## config.mk

```make
export PLATFORM = sky130hd
export DESIGN_NAME = shifter_arbiter
export DESIGN_NICKNAME = d
export VERILOG_FILES = /design/src/rtl/shift_pkg.sv /design/src/rtl/shifter.sv /design/src/rtl/shifter_arbiter.sv
export SDC_FILE = /design/constraint.sdc
export NUM_CORES = 1
export LEC_CHECK = 0
export ABC_AREA = 1
export BUFFER_PORTS_ARGS = -buffer_cell sky130_fd_sc_hd__buf_2
export CAP_MARGIN = 30
export CORE_UTILIZATION = 52
export DETAILED_ROUTE_END_ITERATION = 6
export PLACE_DENSITY = 0.78
export SLEW_MARGIN = 10
export SYNTH_ARGS = -nofsm -noshare
export SYNTH_HDL_FRONTEND = slang
export SYNTH_SLANG_ARGS = --single-unit
export TNS_END_PERCENT = 50
```

## constraint.sdc

```tcl
create_clock -name clk -period 2.5 [get_ports clk]
set_input_delay 0.25 -clock clk [delete_from_list [all_inputs] [get_ports clk]]
set_output_delay 0.25 -clock clk [all_outputs]
set_load 0.1 [all_outputs]
```

## src/rtl/shift_pkg.sv

```systemverilog
`default_nettype none
// +--------------------------------------------------------------------+
// | shift_pkg: shared shift op codes, width defaults and FSM encoding  |
// | Revision: 1.0                                                      |
// +--------------------------------------------------------------------+
package shift_pkg;
   localparam int DATA_WIDTH  = 32;
   localparam int SHAMT_WIDTH = 5;

   localparam logic [1:0] SHIFT_SLL = 2'b00;
   localparam logic [1:0] SHIFT_SRL = 2'b10;
   localparam logic [1:0] SHIFT_SRA = 2'b11;

   localparam logic [0:0] IDLE = 1'b0;
   localparam logic [0:0] RESP = 1'b1;
endpackage
`default_nettype wire

```

## src/rtl/shifter.sv

```systemverilog
`default_nettype none
// +--------------------------------------------------------------------+
// | shifter: combinational 32-bit barrel shifter (SLL/SRL/SRA)         |
// | Revision: 1.0                                                      |
// +--------------------------------------------------------------------+
module shifter #(
   parameter int DATA_WIDTH  = shift_pkg::DATA_WIDTH,
   parameter int SHAMT_WIDTH = shift_pkg::SHAMT_WIDTH
) (
   input  logic [DATA_WIDTH-1:0]  A,
   input  logic [SHAMT_WIDTH-1:0] B,
   input  logic [1:0]             Shiftop,
   output logic [DATA_WIDTH-1:0]  Result
);
   import shift_pkg::*;

   // The reserved op 01 yields zero rather than any shift.
   always_comb begin
      Result = '0;
      case (Shiftop)
         SHIFT_SLL: Result = A << B;
         SHIFT_SRL: Result = A >> B;
         SHIFT_SRA: Result = $unsigned($signed(A) >>> B);
         default:   Result = '0;
      endcase
   end
endmodule
`default_nettype wire

```

## src/rtl/shifter_arbiter.sv

```systemverilog
`default_nettype none
// +--------------------------------------------------------------------+
// | shifter_arbiter: round-robin sharing of one barrel shifter between |
// | two valid/ready requesters, with a registered response.            |
// | Revision: 1.0                                                      |
// +--------------------------------------------------------------------+
module shifter_arbiter #(
   parameter int DATA_WIDTH  = shift_pkg::DATA_WIDTH,
   parameter int SHAMT_WIDTH = shift_pkg::SHAMT_WIDTH
) (
   input  logic                   clk,
   input  logic                   rst,
   input  logic                   req0_valid,
   output logic                   req0_ready,
   input  logic [DATA_WIDTH-1:0]  req0_A,
   input  logic [SHAMT_WIDTH-1:0] req0_B,
   input  logic [1:0]             req0_op,
   input  logic                   req1_valid,
   output logic                   req1_ready,
   input  logic [DATA_WIDTH-1:0]  req1_A,
   input  logic [SHAMT_WIDTH-1:0] req1_B,
   input  logic [1:0]             req1_op,
   output logic                   resp0_valid,
   input  logic                   resp0_ready,
   output logic [DATA_WIDTH-1:0]  resp0_result,
   output logic                   resp1_valid,
   input  logic                   resp1_ready,
   output logic [DATA_WIDTH-1:0]  resp1_result
);
   import shift_pkg::*;

   logic [0:0]             r_state;
   logic                   r_owner;
   logic                   r_lastGrant;
   logic [DATA_WIDTH-1:0]  r_resultQ;

   logic                   w_idle;
   logic                   w_grant0;
   logic                   w_grant1;
   logic                   w_accept;
   logic                   w_ownerReady;
   logic [DATA_WIDTH-1:0]  w_shiftA;
   logic [SHAMT_WIDTH-1:0] w_shiftB;
   logic [1:0]             w_shiftOp;
   logic [DATA_WIDTH-1:0]  w_shiftResult;

   assign w_idle = (r_state == IDLE);

   // Under contention the port that did not win last time is favoured.
   assign w_grant0 = w_idle && req0_valid && (!req1_valid || r_lastGrant);
   assign w_grant1 = w_idle && req1_valid && (!req0_valid || !r_lastGrant);
   assign w_accept = w_grant0 || w_grant1;

   assign req0_ready = w_grant0;
   assign req1_ready = w_grant1;

   assign w_shiftA  = w_grant1 ? req1_A  : req0_A;
   assign w_shiftB  = w_grant1 ? req1_B  : req0_B;
   assign w_shiftOp = w_grant1 ? req1_op : req0_op;

   shifter #(
      .DATA_WIDTH  (DATA_WIDTH),
      .SHAMT_WIDTH (SHAMT_WIDTH)
   ) u_shifter (
      .A       (w_shiftA),
      .B       (w_shiftB),
      .Shiftop (w_shiftOp),
      .Result  (w_shiftResult)
   );

   assign w_ownerReady = r_owner ? resp1_ready : resp0_ready;

   always_ff @(posedge clk or posedge rst) begin
      if (rst) begin
         r_state     <= IDLE;
         r_owner     <= 1'b0;
         r_lastGrant <= 1'b1;
         r_resultQ   <= '0;
      end else if (r_state == IDLE) begin
         if (w_accept) begin
            r_resultQ   <= w_shiftResult;
            r_owner     <= w_grant1;
            r_lastGrant <= w_grant1;
            r_state     <= RESP;
         end
      end else if (w_ownerReady) begin
         r_state <= IDLE;
      end
   end

   assign resp0_valid  = (r_state == RESP) && !r_owner;
   assign resp1_valid  = (r_state == RESP) &&  r_owner;
   assign resp0_result = r_resultQ;
   assign resp1_result = r_resultQ;
endmodule
`default_nettype wire

```

### Word level (Yosys, flattened, before mapping)

Index checks and enable logic that the tools add are counted.

* output and inout bits: 68
* word-level logic and storage cells: 33
* register bits after elaboration: 35
* bits of input ports: 84

* bitwise operators: 1
* equal/unequal tests: 2
* muxes and demuxes: 8
* shift operators: 3
* reduce and logical (&&, ||, !) cells: 15

Operator list (number)
* 32-bit case mux with 3 select lines: 1
* 32-bit two-way mux: 1
* 32-bit by 5-bit << shifter with 32-bit output: 1
* 32-bit by 5-bit right shift with 32-bit output: 1
* 32-bit by 5-bit >>> shifter with 32-bit output: 1
* 1-bit logical AND: 6
* 5-bit two-way mux: 1
* 2-bit == test (second input constant): 2
* 1-bit zero test: 4
* 1-bit two-way mux: 4
* 1-bit logical OR: 3
* 2-bit zero test: 1
* 2-bit two-way mux: 1
* 2-bit AND reduction: 1
* 1-bit NOT: 1

### Logic depth before layout (Yosys ltp)

Gate-level depths: netlist (run 1).

* depth after elaboration: 6
* gate-level depth with buffers: 18
* depth with buffers taken out: 16

### Hierarchy

Synthesis (run 1) repeated with hierarchy kept, for this count alone.

* cells, all modules: 1108
* area total of the unflattened synthesis: 5990.7 sq um

Modules (own cells, without submodules)
* shifter: seq. area each 0.0 sq um, instances 1, cells an instance 779, area each 3691.0 sq um
* shifter_arbiter: seq. area each 877.1 sq um, instances 1, cells an instance 329, area each 2299.7 sq um

### Worst setup path before layout (run 1)

OpenSTA, ideal clock, no wires.

* path type: register to register
* start point: register r_lastGrant
* end point: register r_resultQ[12], in the netlist resp0_result[12]
* data required time: 2.432 ns
* path slack: -0.815 ns
* setup time: 0.068 ns
* stages on the path, launching flop included: 9
* data arrival time: 3.248 ns
* path buffers: 0
* period minus slack after synthesis: 3.315 ns
* cells stage by stage: dfstp_2 -> inv_1 -> a21oi_1 -> nor2_1 -> a21oi_1 -> inv_1 -> a31oi_1 -> nand2_1 -> nand2_1

* elaborated cells between the ends (all ways): 17
* those cells by class: eq/ne: 2; shift: 3; mux: 4; reduce/logical: 8

RTL lines
* start, declared: RTL line shifter_arbiter.sv:34 `logic r_lastGrant;`
* start signal, assigned: RTL line shifter_arbiter.sv:83 `r_lastGrant <= w_grant1;`
* 1-bit logical OR: RTL line shifter_arbiter.sv:50 `assign w_grant0 = w_idle && req0_valid && (!req1_valid || r_lastGrant);`
* 1-bit logical AND: RTL line shifter_arbiter.sv:50
* via req0_ready: RTL line shifter_arbiter.sv:14 `output logic req0_ready,`
* 1-bit logical OR: RTL line shifter_arbiter.sv:52 `assign w_accept = w_grant0 || w_grant1;`
* 2-bit AND reduction (no line)
* end signal, assigned: RTL line shifter_arbiter.sv:81 `r_resultQ <= w_shiftResult;`
* end, declared: RTL line shifter_arbiter.sv:35 `logic [DATA_WIDTH-1:0] r_resultQ;`

The timed path passes the listed nets, and every way through them passes these cells.
A chain may end at the register's enable or synchronous reset.

### Final worst setup path (run 1)

* start point: register r_lastGrant
* end point: register r_resultQ[29], in the netlist resp0_result[29]

* longest elaborated chain between the ends: 6
* elaborated cells between the ends (all ways): 17
* those cells by class: eq/ne: 2; shift: 3; mux: 4; reduce/logical: 8

RTL lines
* 1-bit zero test: RTL line shifter_arbiter.sv:51 `assign w_grant1 = w_idle && req1_valid && (!req0_valid || !r_lastGrant);`
* 1-bit logical OR: RTL line shifter_arbiter.sv:51
* 1-bit logical AND: RTL line shifter_arbiter.sv:51
* 32-bit two-way mux (tied with other cells): RTL line shifter_arbiter.sv:57 `assign w_shiftA = w_grant1 ? req1_A : req0_A;`
* 32-bit by 5-bit >>> shifter with 32-bit output (tied with other cells): RTL line shifter.sv:23 `SHIFT_SRA: Result = $unsigned($signed(A) >>> B);`
* 32-bit case mux with 3 select lines: RTL line shifter.sv:20 `case (Shiftop)`

Parallel ways exist; a longest one is shown, timed or not.

==> results.py, run 1 <==
metrics = {
    "placed_design": {
        "place_hpwl_um": 19900,
        "place_congestion": 1.06,
        "numPortBuffers": 151,
        "dp_slack_ns": -0.0692,
    },
    "layout": {
        "antennaDiodeCount": 0,
        "mostFrequentLayoutCell": "nand2_1",
        "layout_common_cells": "nand2_1 (385), nand3_1 (347), buf_2 (150), buf_4 (97), inv_1 (82)",
        "share_of_final_layout_standard_cells_stronger_than_drive_strength_1_pct": 33.0,
        "area_growth_pct": 42.6,
        "postLayoutCoreUtil_pct": 75.9,
        "fin_nets": 1446,
    },
    "clocking": {
        "cts_tree": "yes",
        "holdBufCountCts": 0,
        "tritoncts_num_sinks": 35,
        "worstSkewPairLatency_ns": 0.28,
        "clock-root-buffer": "clkbuf_16",
        "clkSlewWorstSetupHoldPaths_ns": 0.06,
        "clk_path_buf_depth": 2,
        "cts.htree.levels": 2,
        "cts_buffers": 5,
    },
    "drt": {
        "drt_first_iter_violations": 1050,
        "num_vias": 8990,
        "detail_route.first_pass.iterations": 5,
        "drt-vias-per-instance": 5.97,
        "drcViolationCount": 0,
        "detail-route-antenna-nets": 0,
        "wirelength_um": 27000,
        "average_detailed_routed_wire_length_per_instance_um": 17.9,
    },
    "logic_synthesis": {
        "synth-async-reset-ratio_pct": 100,
        "synthesis.nets": 1253,
        "yosysWarningCount": 0,
        "syn-cell-area_sq_mm": 0.00608,
        "number_of_standard_cells_after_synthesis": 1169,
        "post_synth_num_cell_types": 29,
        "ys_top_cells_by_area": "nand3_1 (34%), nand2_1 (26%), dfrtp_1 (14%), buf_4 (5.8%), inv_1 (5.2%)",
        "top_area_cell_type_share_of_the_netlist_area_pct": 34.4,
        "synth-main-ff-cell": "dfrtp_1",
        "post_synth.cell_area_avg_sq_um": 5.20,
        "synth_enable_flop_cells": 0,
        "seq_area_frac_synth_pct": 14.4,
        "synth_area_leader_cell": "nand3_1",
        "number_of_flip_flops_and_latches_in_the_synthesized_netlist": 35,
    },
    "setup_path": {
        "maximum_fanout_count_along_the_critical_path": 8,
        "crit_path_start_kind": "flop",
        "critical_path_required_ns": 2.72,
        "regToRegSetupSlack_ns": -0.0005,
        "worstRegToRegCells": 16,
        "worst_setup_path_end_kind": "flop",
        "worstReg2RegEnd": "resp0_result[29]",
        "crit-reg2reg-launch": "r_lastGrant",
        "crit_arrival_ns": 2.72,
        "criticalPathCategory": "flop to flop",
    },
    "floorplan": {
        "fp.coreArea_sq_mm": 0.0114,
        "floorplan.io_pins": 152,
        "floorplan.initialDensity_pct": 53.2,
        "placement_rows": 39,
        "die_y_um": 110,
        "dieWidth_um": 110,
        "die-area_sq_mm": 0.0121,
    },
    "timing": {
        "postLayoutSetupSlackWorst_ns": -0.000486,
        "hold_viol_final": 0,
        "unrepaired_setup_endpoints_after_global_routing": "yes",
        "finalCriticalPeriod_ns": 2.50,
        "achievable-frequency_mhz": 400,
        "finalSetupTns_ns": -0.000486,
        "tightestPinTransition_ns": 0.492,
        "clock_skew_ns": 0.00428,
        "final_min_period_over_clock_period_pct": 100,
        "maxSlewViolCount": 0,
        "report.final.setup_viol": 1,
        "max_slew_headroom_at_the_worst_pin_pct": 67.4,
    },
    "power": {
        "worst_vdd_rail_ir_drop_v": 0.00131,
        "p_total_w": 0.0122,
        "p_leak_nw": 4.92,
        "power_density_mw_per_mm2": 1400,
    },
    "global_routing": {
        "grt_max_degree": 46,
        "grt_remaining_overflow": 0,
        "first_global_vias": 7705,
        "overall_fraction_of_global_route_tracks_in_use_pct": 41.8,
        "initial_antenna_violation_count": 0,
        "grt_first_pass_wirelength_um": 38800,
    },
    "job": {
        "max_cap_violations": 0,
    },
    "status": {
        "outcome": "finished, violations left",
        "violations": "negative setup slack",
    },
    "worst_hold_path": {
        "holdCritPathClass": "input pin to asynchronous set/reset pin",
    },
}
==> worst max-delay path, cell delays in order (launching register included) <==
cell and delay [ns]:
dfstp_2 0.56, nand2_4 0.06, buf_6 0.13, clkinvlp_4 0.14, nor2_8 0.09, o21ai_4 0.28, buf_6 0.17, clkbuf_16 0.15
buf_4 0.11, nand3_1 0.10, nand3_1 0.11, nand3_1 0.12, nand3_1 0.14, nand2_1 0.10, nand2_1 0.08, nand2_1 0.05
nand2_1 0.05
==> repair_timing <==
| item | CTS | global route |
|---|---|---|
| gates cloned | 0 | 5 |
| endpoints found under the hold margin | 0 | 0 |
| gates resized for setup | 3 | 171 |
| pin swaps | 2 | 36 |
| buffers inserted | 5 | 21 |
| setup endpoints to repair | 2 | 32 |
==> synth_stat cells (2+ instances only) <==
cell,n
nand4_1,12
o21ai_2,4
nand2_1,425
o21ai_1,13
nand2_2,3
nor2_1,23
or2_1,3
buf_2,26
dfrtp_1,34
or2_0,2
inv_1,84
buf_6,2
inv_2,9
clkbuf_1,22
buf_4,47
buf_1,6
nor2_2,6
a21oi_1,13
nand3_1,418
o21ai_0,7
o21ai_4,2
==> flip-flops by register name (all words and copies together), names as in the netlist <==
register      flops
resp0_result     32
r_state           1
r_owner           1
r_lastGrant       1
==> report_power, final <==
part	switching, W	internal [W]
Clock	0.000249	0.000496
Combinational	0.00758	0.00285
Sequential	0.000183	0.000805
Total	0.00801	0.00415
==> per-stage QoR <==
stage	instance area, sq um	hold WS (ns)	cells
6_report	8660	0.0735	1506
4_1_cts	7680	0.0762	1482
3_3_place_gp	7450	0.370	1469
2_1_floorplan	6090	0.399	1169
5_1_grt	8660	0.144	1506
3_5_place_dp	7450	0.371	1469
==> layout make-up <==
| class | count | area (sq um) |
|---|---|---|
| clock inverters | 2 | 35.0 |
| multi-input cells | 939 | 4890 |
| repair buffers | 288 | 2180 |
| flip-flops and latches | 35 | 877 |
| clock buffers | 6 | 139 |
| fillers | 957 | 2760 |
| inverters | 93 | 360 |
| well taps | 143 | 179 |
==> worst max-delay path by stage <==
stage / end / slack [ns] / startpoint / cells past startpoint
after detailed placement: resp0_result[30] / -0.07 / req0_valid / 18
after global placement: resp0_result[30] / -0.07 / r_lastGrant / 16
after floorplan: resp0_result[12] / 0.31 / r_lastGrant / 8
after CTS: resp0_result[30] / -0.009 / r_lastGrant / 16
final: resp0_result[29] / -0.0005 / r_lastGrant / 16
after global routing: resp0_result[1] / -0.13 / r_lastGrant / 15
==> cells by family after synthesis <==
| family | after synthesis | share of synthesized area [%] |
|---|---|---|
| buf+inv | 196 | 15.8 |
| flops | 35 | 14.4 |
| compound gates | 43 | 4.32 |
| simple gates | 895 | 65.5 |
==> per-layer routing <==
metal  global-route usage (%)  part of all wire [%]
met4                     20.9                   6.7
met2                     68.0                    44
met1                     52.6                    39
met3                     7.70                   9.3
met5                     4.02                  0.23
Note: power is estimated with default switching activity, not from simulation.
==> run 2: changes to the inputs <==
--- a/config.mk
+++ b/config.mk
@@ -8,9 +8,11 @@
 export ABC_AREA = 1
 export BUFFER_PORTS_ARGS = -buffer_cell sky130_fd_sc_hd__buf_2
 export CAP_MARGIN = 30
+export CORE_MARGIN = 5
 export CORE_UTILIZATION = 52
 export DETAILED_ROUTE_END_ITERATION = 6
 export PLACE_DENSITY = 0.78
+export REMOVE_ABC_BUFFERS = 1
 export SLEW_MARGIN = 10
 export SYNTH_ARGS = -nofsm -noshare
 export SYNTH_HDL_FRONTEND = slang
==> run 2 against run 1 <==
  * The flow finishes with violations (design-rule violations)
  * Sequential share of layout area is 1.0 points higher
  * Worst hold slack worse by 0.068 ns
  * Fmax up 2.1%
  * Power down 6.9%
  * Routed wire length decreased by 5.9%
  * Flip-flop and latch count stayed put
==> results.py, run 2 (synthesized netlist as in run 1, its figures left out) <==
metrics = {
    "global_routing": {
        "grt_first_pass_wirelength_um": 38500,
        "initial_antenna_violation_count": 0,
        "grt_max_degree": 35,
        "grt_remaining_overflow": 0,
        "overall_fraction_of_global_route_tracks_in_use_pct": 33.1,
        "first_global_vias": 7387,
    },
    "drt": {
        "wirelength_um": 25400,
        "drt-vias-per-instance": 5.89,
        "drt_first_iter_violations": 1110,
        "average_detailed_routed_wire_length_per_instance_um": 17.4,
        "detail-route-antenna-nets": 0,
        "detail_route.first_pass.iterations": 7,
        "drcViolationCount": 9,
        "num_vias": 8613,
    },
    "setup_path": {
        "maximum_fanout_count_along_the_critical_path": 19,
        "critical_path_required_ns": 2.73,
        "critical_path_buf_inv_count": 4,
        "worst_setup_path_end_kind": "flop",
        "peak_per_stage_delay_on_the_critical_path_ns": 0.54,
        "criticalPathCategory": "flop to flop",
        "crit_arrival_ns": 2.67,
        "crit_path_start_kind": "flop",
        "timing.critical_path.cells": "nand2_2 -> inv_2 -> nor2_8 -> buf_4 -> o21ai_4 -> buf_4 -> buf_4 -> nand3_1 -> nand3_1 -> nand2_1 -> nand3_1 -> nand2_1 -> nand2_1",
        "critPathTopFamily": "simple AND/OR/NAND/NOR gates",
        "critical-path-slowest-cell": "dfstp_2",
    },
    "clocking": {
        "clk_path_buf_depth": 2,
        "cts_buffers": 5,
        "worstSkewPairLatency_ns": 0.29,
        "tritoncts_num_sinks": 35,
        "clkSlewWorstSetupHoldPaths_ns": 0.06,
        "clock-root-buffer": "clkbuf_16",
        "cts.htree.levels": 2,
        "cts_tree": "yes",
    },
    "timing": {
        "tightestPinTransition_ns": 0.826,
        "holdWs_ns": 0.00519,
        "final_min_period_over_clock_period_pct": 97.9,
        "maxSlewViolCount": 0,
        "clock_skew_ns": 0.0103,
        "hold_viol_final": 0,
        "finalCriticalPeriod_ns": 2.45,
        "report.final.setup_viol": 0,
        "achievable-frequency_mhz": 408,
        "max_slew_headroom_at_the_worst_pin_pct": 44.9,
        "unrepaired_setup_endpoints_after_global_routing": "yes",
    },
    "job": {
        "max_cap_violations": 0,
    },
    "power": {
        "p_leak_nw": 4.57,
        "worst_vdd_rail_ir_drop_v": 0.00152,
        "power_density_mw_per_mm2": 1440,
    },
    "floorplan": {
        "fp.coreArea_sq_mm": 0.0114,
        "placement_rows": 39,
        "dieWidth_um": 118,
        "floorplan.initialDensity_pct": 53.2,
        "floorplan.io_pins": 152,
        "die-area_sq_mm": 0.0139,
        "die_y_um": 118,
    },
    "placed_design": {
        "place_congestion": 1.04,
        "postPlaceCellArea_sq_mm": 0.00726,
        "numPortBuffers": 151,
        "place_hpwl_um": 19200,
        "cell_total_after_placement": 1446,
    },
    "status": {
        "violations": "design-rule violations",
        "outcome": "finished, violations left",
    },
    "layout": {
        "mostFrequentLayoutCell": "nand2_1",
        "fillers": 1153,
        "layout_common_cells": "nand2_1 (410), nand3_1 (380), buf_2 (150), inv_1 (83), buf_4 (74)",
        "area_taken_by_multi_input_logic_gates_sq_mm": 0.00454,
        "share_of_final_layout_standard_cells_stronger_than_drive_strength_1_pct": 26.1,
        "fin_nets": 1403,
        "design_area_sq_mm": 0.00785,
        "antennaDiodeCount": 0,
        "area_growth_pct": 29.2,
        "fin_cells": 1463,
        "regArea_sq_um": 877,
        "largest_reg_flops": 32,
    },
    "worst_hold_path": {
        "holdCritPathClass": "input pin to asynchronous set/reset pin",
    },
}
run 2: power breakdown:
part | switching, W | internal, W
combinational | 0.00719 | 0.00242
clock | 0.000271 | 0.000471
sequential | 0.000170 | 0.000804
run 2: final timing paths:
kind,from,to,slack (ns),depth (start not counted)
max reg2reg,r_lastGrant,resp0_result[26],0.05,13
min reg2reg,resp0_result[5],resp0_result[5],0.49,2
max,r_lastGrant,resp0_result[26],0.05,13
min in group clk,resp0_ready,r_state,0.20,2
min,rst,resp0_result[18],0.005,2
max in group asynchronous,rst,r_lastGrant,1.85,3
run 2: cell type report:
type | instances | share of cell area (%)
well taps | 143 | 2.28
repair buffers | 246 | 22.2
clock inverters | 3 | 0.558
clock buffers | 5 | 1.59
flip-flops and latches | 35 | 11.2
inverters | 93 | 4.45
multi-input cells | 938 | 57.8
run 2: timing repair:
item                                    4_1_cts  5_1_grt
endpoints found under the hold margin         0        0
pin swaps                                     0        5
buffers inserted                              0        5
endpoints found under the setup margin        1       32
hold buffers                                  0        0
gates resized for setup                       1       70
cloned                                        0        4
run 2: metrics by stage:
step | setup WS, ns | utilization, % | TNS, ns | total power (W)
2_1_floorplan | -3.47 | - | -107.35 | 0.00744
3_3_place_gp | 0.0815 | 63.6 | 0 | 0.00994
3_5_place_dp | 0.0595 | 63.6 | 0 | 0.00997
4_1_cts | 0.0239 | 65.1 | 0 | 0.0107
5_1_grt | -0.0589 | 68.8 | -0.265 | 0.0119
6_report | 0.0519 | 68.8 | 0 | 0.0113
run 2: layer usage:
layer	track usage, %	vias to the layer above	share of wire (%)
met5	0	-	0
met2	52.7	558	45
met1	46.0	3861	41
met3	4.76	71	11
met4	10.6	0	3.4
li1	-	4123	-
==> run 3: changes to the inputs <==
--- a/config.mk
+++ b/config.mk
@@ -9,9 +9,9 @@
 export BUFFER_PORTS_ARGS = -buffer_cell sky130_fd_sc_hd__buf_2
 export CAP_MARGIN = 30
 export CORE_MARGIN = 5
-export CORE_UTILIZATION = 52
+export CORE_UTILIZATION = 35
 export DETAILED_ROUTE_END_ITERATION = 6
-export PLACE_DENSITY = 0.78
+export PLACE_DENSITY = 0.56
 export REMOVE_ABC_BUFFERS = 1
 export SLEW_MARGIN = 10
 export SYNTH_ARGS = -nofsm -noshare
==> run 3 against run 2 <==
  * The flow now finishes without violations
  * First-iteration DRC count shrank 30%
  * Sequential share of layout area shrank 0.21 points
  * Setup slack gained 0.037 ns
  * Critical path depth grew 5
  * Power shrank 0.91%
  * Largest cell class unchanged
  * Largest power group unchanged
==> results.py, run 3 (synthesized netlist as in run 1, its figures left out) <==
metrics = {
    "status": {
        "outcome": "completed",
    },
    "floorplan": {
        "fp.coreArea_sq_mm": 0.0172,
        "placement_rows": 48,
        "die-area_sq_mm": 0.0201,
        "floorplan.io_pins": 152,
        "die_y_um": 142,
        "floorplan.initialDensity_pct": 35.4,
        "dieWidth_um": 142,
    },
    "placed_design": {
        "place_hpwl_um": 20400,
        "numPortBuffers": 151,
        "place_congestion": 1.00,
    },
    "timing": {
        "finalCriticalPeriod_ns": 2.41,
        "hold_viol_final": 0,
        "unrepaired_setup_endpoints_after_global_routing": "yes",
        "achievable-frequency_mhz": 415,
        "final_min_period_over_clock_period_pct": 96.5,
        "report.final.setup_viol": 0,
        "maxSlewViolCount": 0,
        "clock_skew_ns": 0.00433,
        "tightestPinTransition_ns": 0.488,
        "max_slew_headroom_at_the_worst_pin_pct": 67.7,
    },
    "setup_path": {
        "cpMostUsedCell": "nand2_1",
        "critPathTopFamily": "simple AND/OR/NAND/NOR gates",
        "worst_setup_path_end_kind": "flop",
        "critical_path_buf_inv_count": 4,
        "crit_arrival_ns": 2.58,
        "crit_path_start_kind": "flop",
        "critical-path-slowest-cell": "dfstp_2",
        "criticalPathCategory": "flop to flop",
        "timing.critical_path.cells": "nand2_4 -> nand3_4 -> buf_12 -> nand2_1 -> nand2_4 -> buf_12 -> buf_4 -> nand2_1 -> nand3_2 -> nand3_2 -> nand3_1 -> nand2_1 -> inv_1 -> nand2_1 -> nand2_2 -> nand2_1 -> nand2_1 -> nand2_1",
        "maximum_fanout_count_along_the_critical_path": 18,
        "peak_per_stage_delay_on_the_critical_path_ns": 0.55,
        "critical_path_required_ns": 2.67,
    },
    "drt": {
        "drcViolationCount": 0,
        "detail-route-antenna-nets": 0,
        "detail_route.first_pass.iterations": 5,
        "average_detailed_routed_wire_length_per_instance_um": 16.8,
        "num_vias": 8344,
        "drt-vias-per-instance": 5.39,
        "detailroute.wirelength.met2_um": 12000,
        "routedLengthMet1_um": 11500,
        "wirelength_um": 26000,
        "top_signal_layer_used": "met4",
        "drt_first_iter_violations": 779,
        "route.met3.wl_um": 1820,
    },
    "clocking": {
        "worstSkewPairLatency_ns": 0.28,
        "cts_buffers": 5,
        "cts_tree": "yes",
        "holdBufCountCts": 0,
        "tritoncts_num_sinks": 35,
        "clk_path_buf_depth": 2,
        "cts.htree.levels": 2,
        "clock-root-buffer": "clkbuf_16",
        "clkSlewWorstSetupHoldPaths_ns": 0.05,
    },
    "layout": {
        "layout_common_cells": "nand2_1 (408), nand3_1 (388), buf_2 (150), inv_1 (83), buf_4 (73)",
        "largest_reg_flops": 32,
        "share_of_final_layout_standard_cells_stronger_than_drive_strength_1_pct": 25.5,
        "fin_nets": 1407,
        "mostFrequentLayoutCell": "nand2_1",
        "postLayoutCoreUtil_pct": 46.6,
        "antennaDiodeCount": 0,
        "fillers": 1901,
        "area_growth_pct": 31.7,
    },
    "power": {
        "power_density_mw_per_mm2": 1400,
        "p_total_w": 0.0112,
        "p_leak_nw": 4.58,
        "worst_vdd_rail_ir_drop_v": 0.00132,
    },
    "worst_hold_path": {
        "holdCritPathClass": "input pin to asynchronous set/reset pin",
    },
    "global_routing": {
        "grt_max_degree": 36,
        "overall_fraction_of_global_route_tracks_in_use_pct": 24.9,
        "initial_antenna_violation_count": 0,
        "grt_remaining_overflow": 0,
        "grt_first_pass_wirelength_um": 40700,
        "first_global_vias": 7647,
    },
    "job": {
        "max_cap_violations": 0,
    },
}
[run 3: cell types whose count changed in the layout (fill, tap and decap cells not counted), sizes merged]
cell	previous run	this run
inv	93	92
bufinv	1	0
clkbuf	9	10
clkinv	2	1
buf	242	248
[run 3: cell type report]
class	instances	area [sq um]	share of cell area, %
Multi-Input combinational cell	938	4510	56.3
Inverter	93	359	4.49
Sequential cell	35	877	11.0
Clock buffer	8	156	1.95
Tap cell	225	282	3.52
Timing Repair Buffer	250	1820	22.8
[run 3: worst paths after layout]
check                                 start                to  slack, ns  cells after the start
max                             r_lastGrant  resp0_result[29]       0.09                     18
max reg2reg                     r_lastGrant  resp0_result[29]       0.09                     18
min reg2reg                resp0_result[28]  resp0_result[28]       0.49                      2
min in group clk                resp1_ready           r_state       0.22                      2
max in group asynchronous               rst       r_lastGrant       2.09                      3
min                                     rst   resp0_result[0]       0.07                      3
[run 3: power breakdown]
group / total (W) / switching, W / internal (W)
clock network: 0.000638 / 0.000215 / 0.000423
registers: 0.000963 / 0.000157 / 0.000806
logic: 0.00962 / 0.00713 / 0.00249
[run 3: timing repair]
action | in CTS | in global routing
setup buffers | 0 | 4
pin swaps | 0 | 5
resized for setup | 1 | 66
setup endpoints to repair | 7 | 30
gates cloned | 0 | 2
[run 3: per-layer routing]
layer	GRT usage (%)	vias to the layer above
met2	40.7	370
met1	34.9	3788
met4	6.31	0
met3	3.13	51
met5	0	-
li1	-	4135
[run 3: worst min-delay path: cells and delay by family]
kind	cells	cell delay [ns]
buf+inv	3	0.52
[run 3: metrics by stage]
stage | TNS (ns) | setup WS (ns) | hold slack (ns) | instance area (sq um) | instances
2_1_floorplan | -107.35 | -3.47 | 0.399 | 5470 | 1066
3_3_place_gp | 0 | 0.0122 | 0.376 | 7510 | 1536
3_5_place_dp | -0.0124 | -0.00882 | 0.375 | 7510 | 1536
4_1_cts | 0 | 0.0416 | 0.0841 | 7670 | 1544
5_1_grt | -0.167 | -0.0294 | 0.130 | 8000 | 1549
6_report | 0 | 0.0885 | 0.0710 | 8000 | 1549
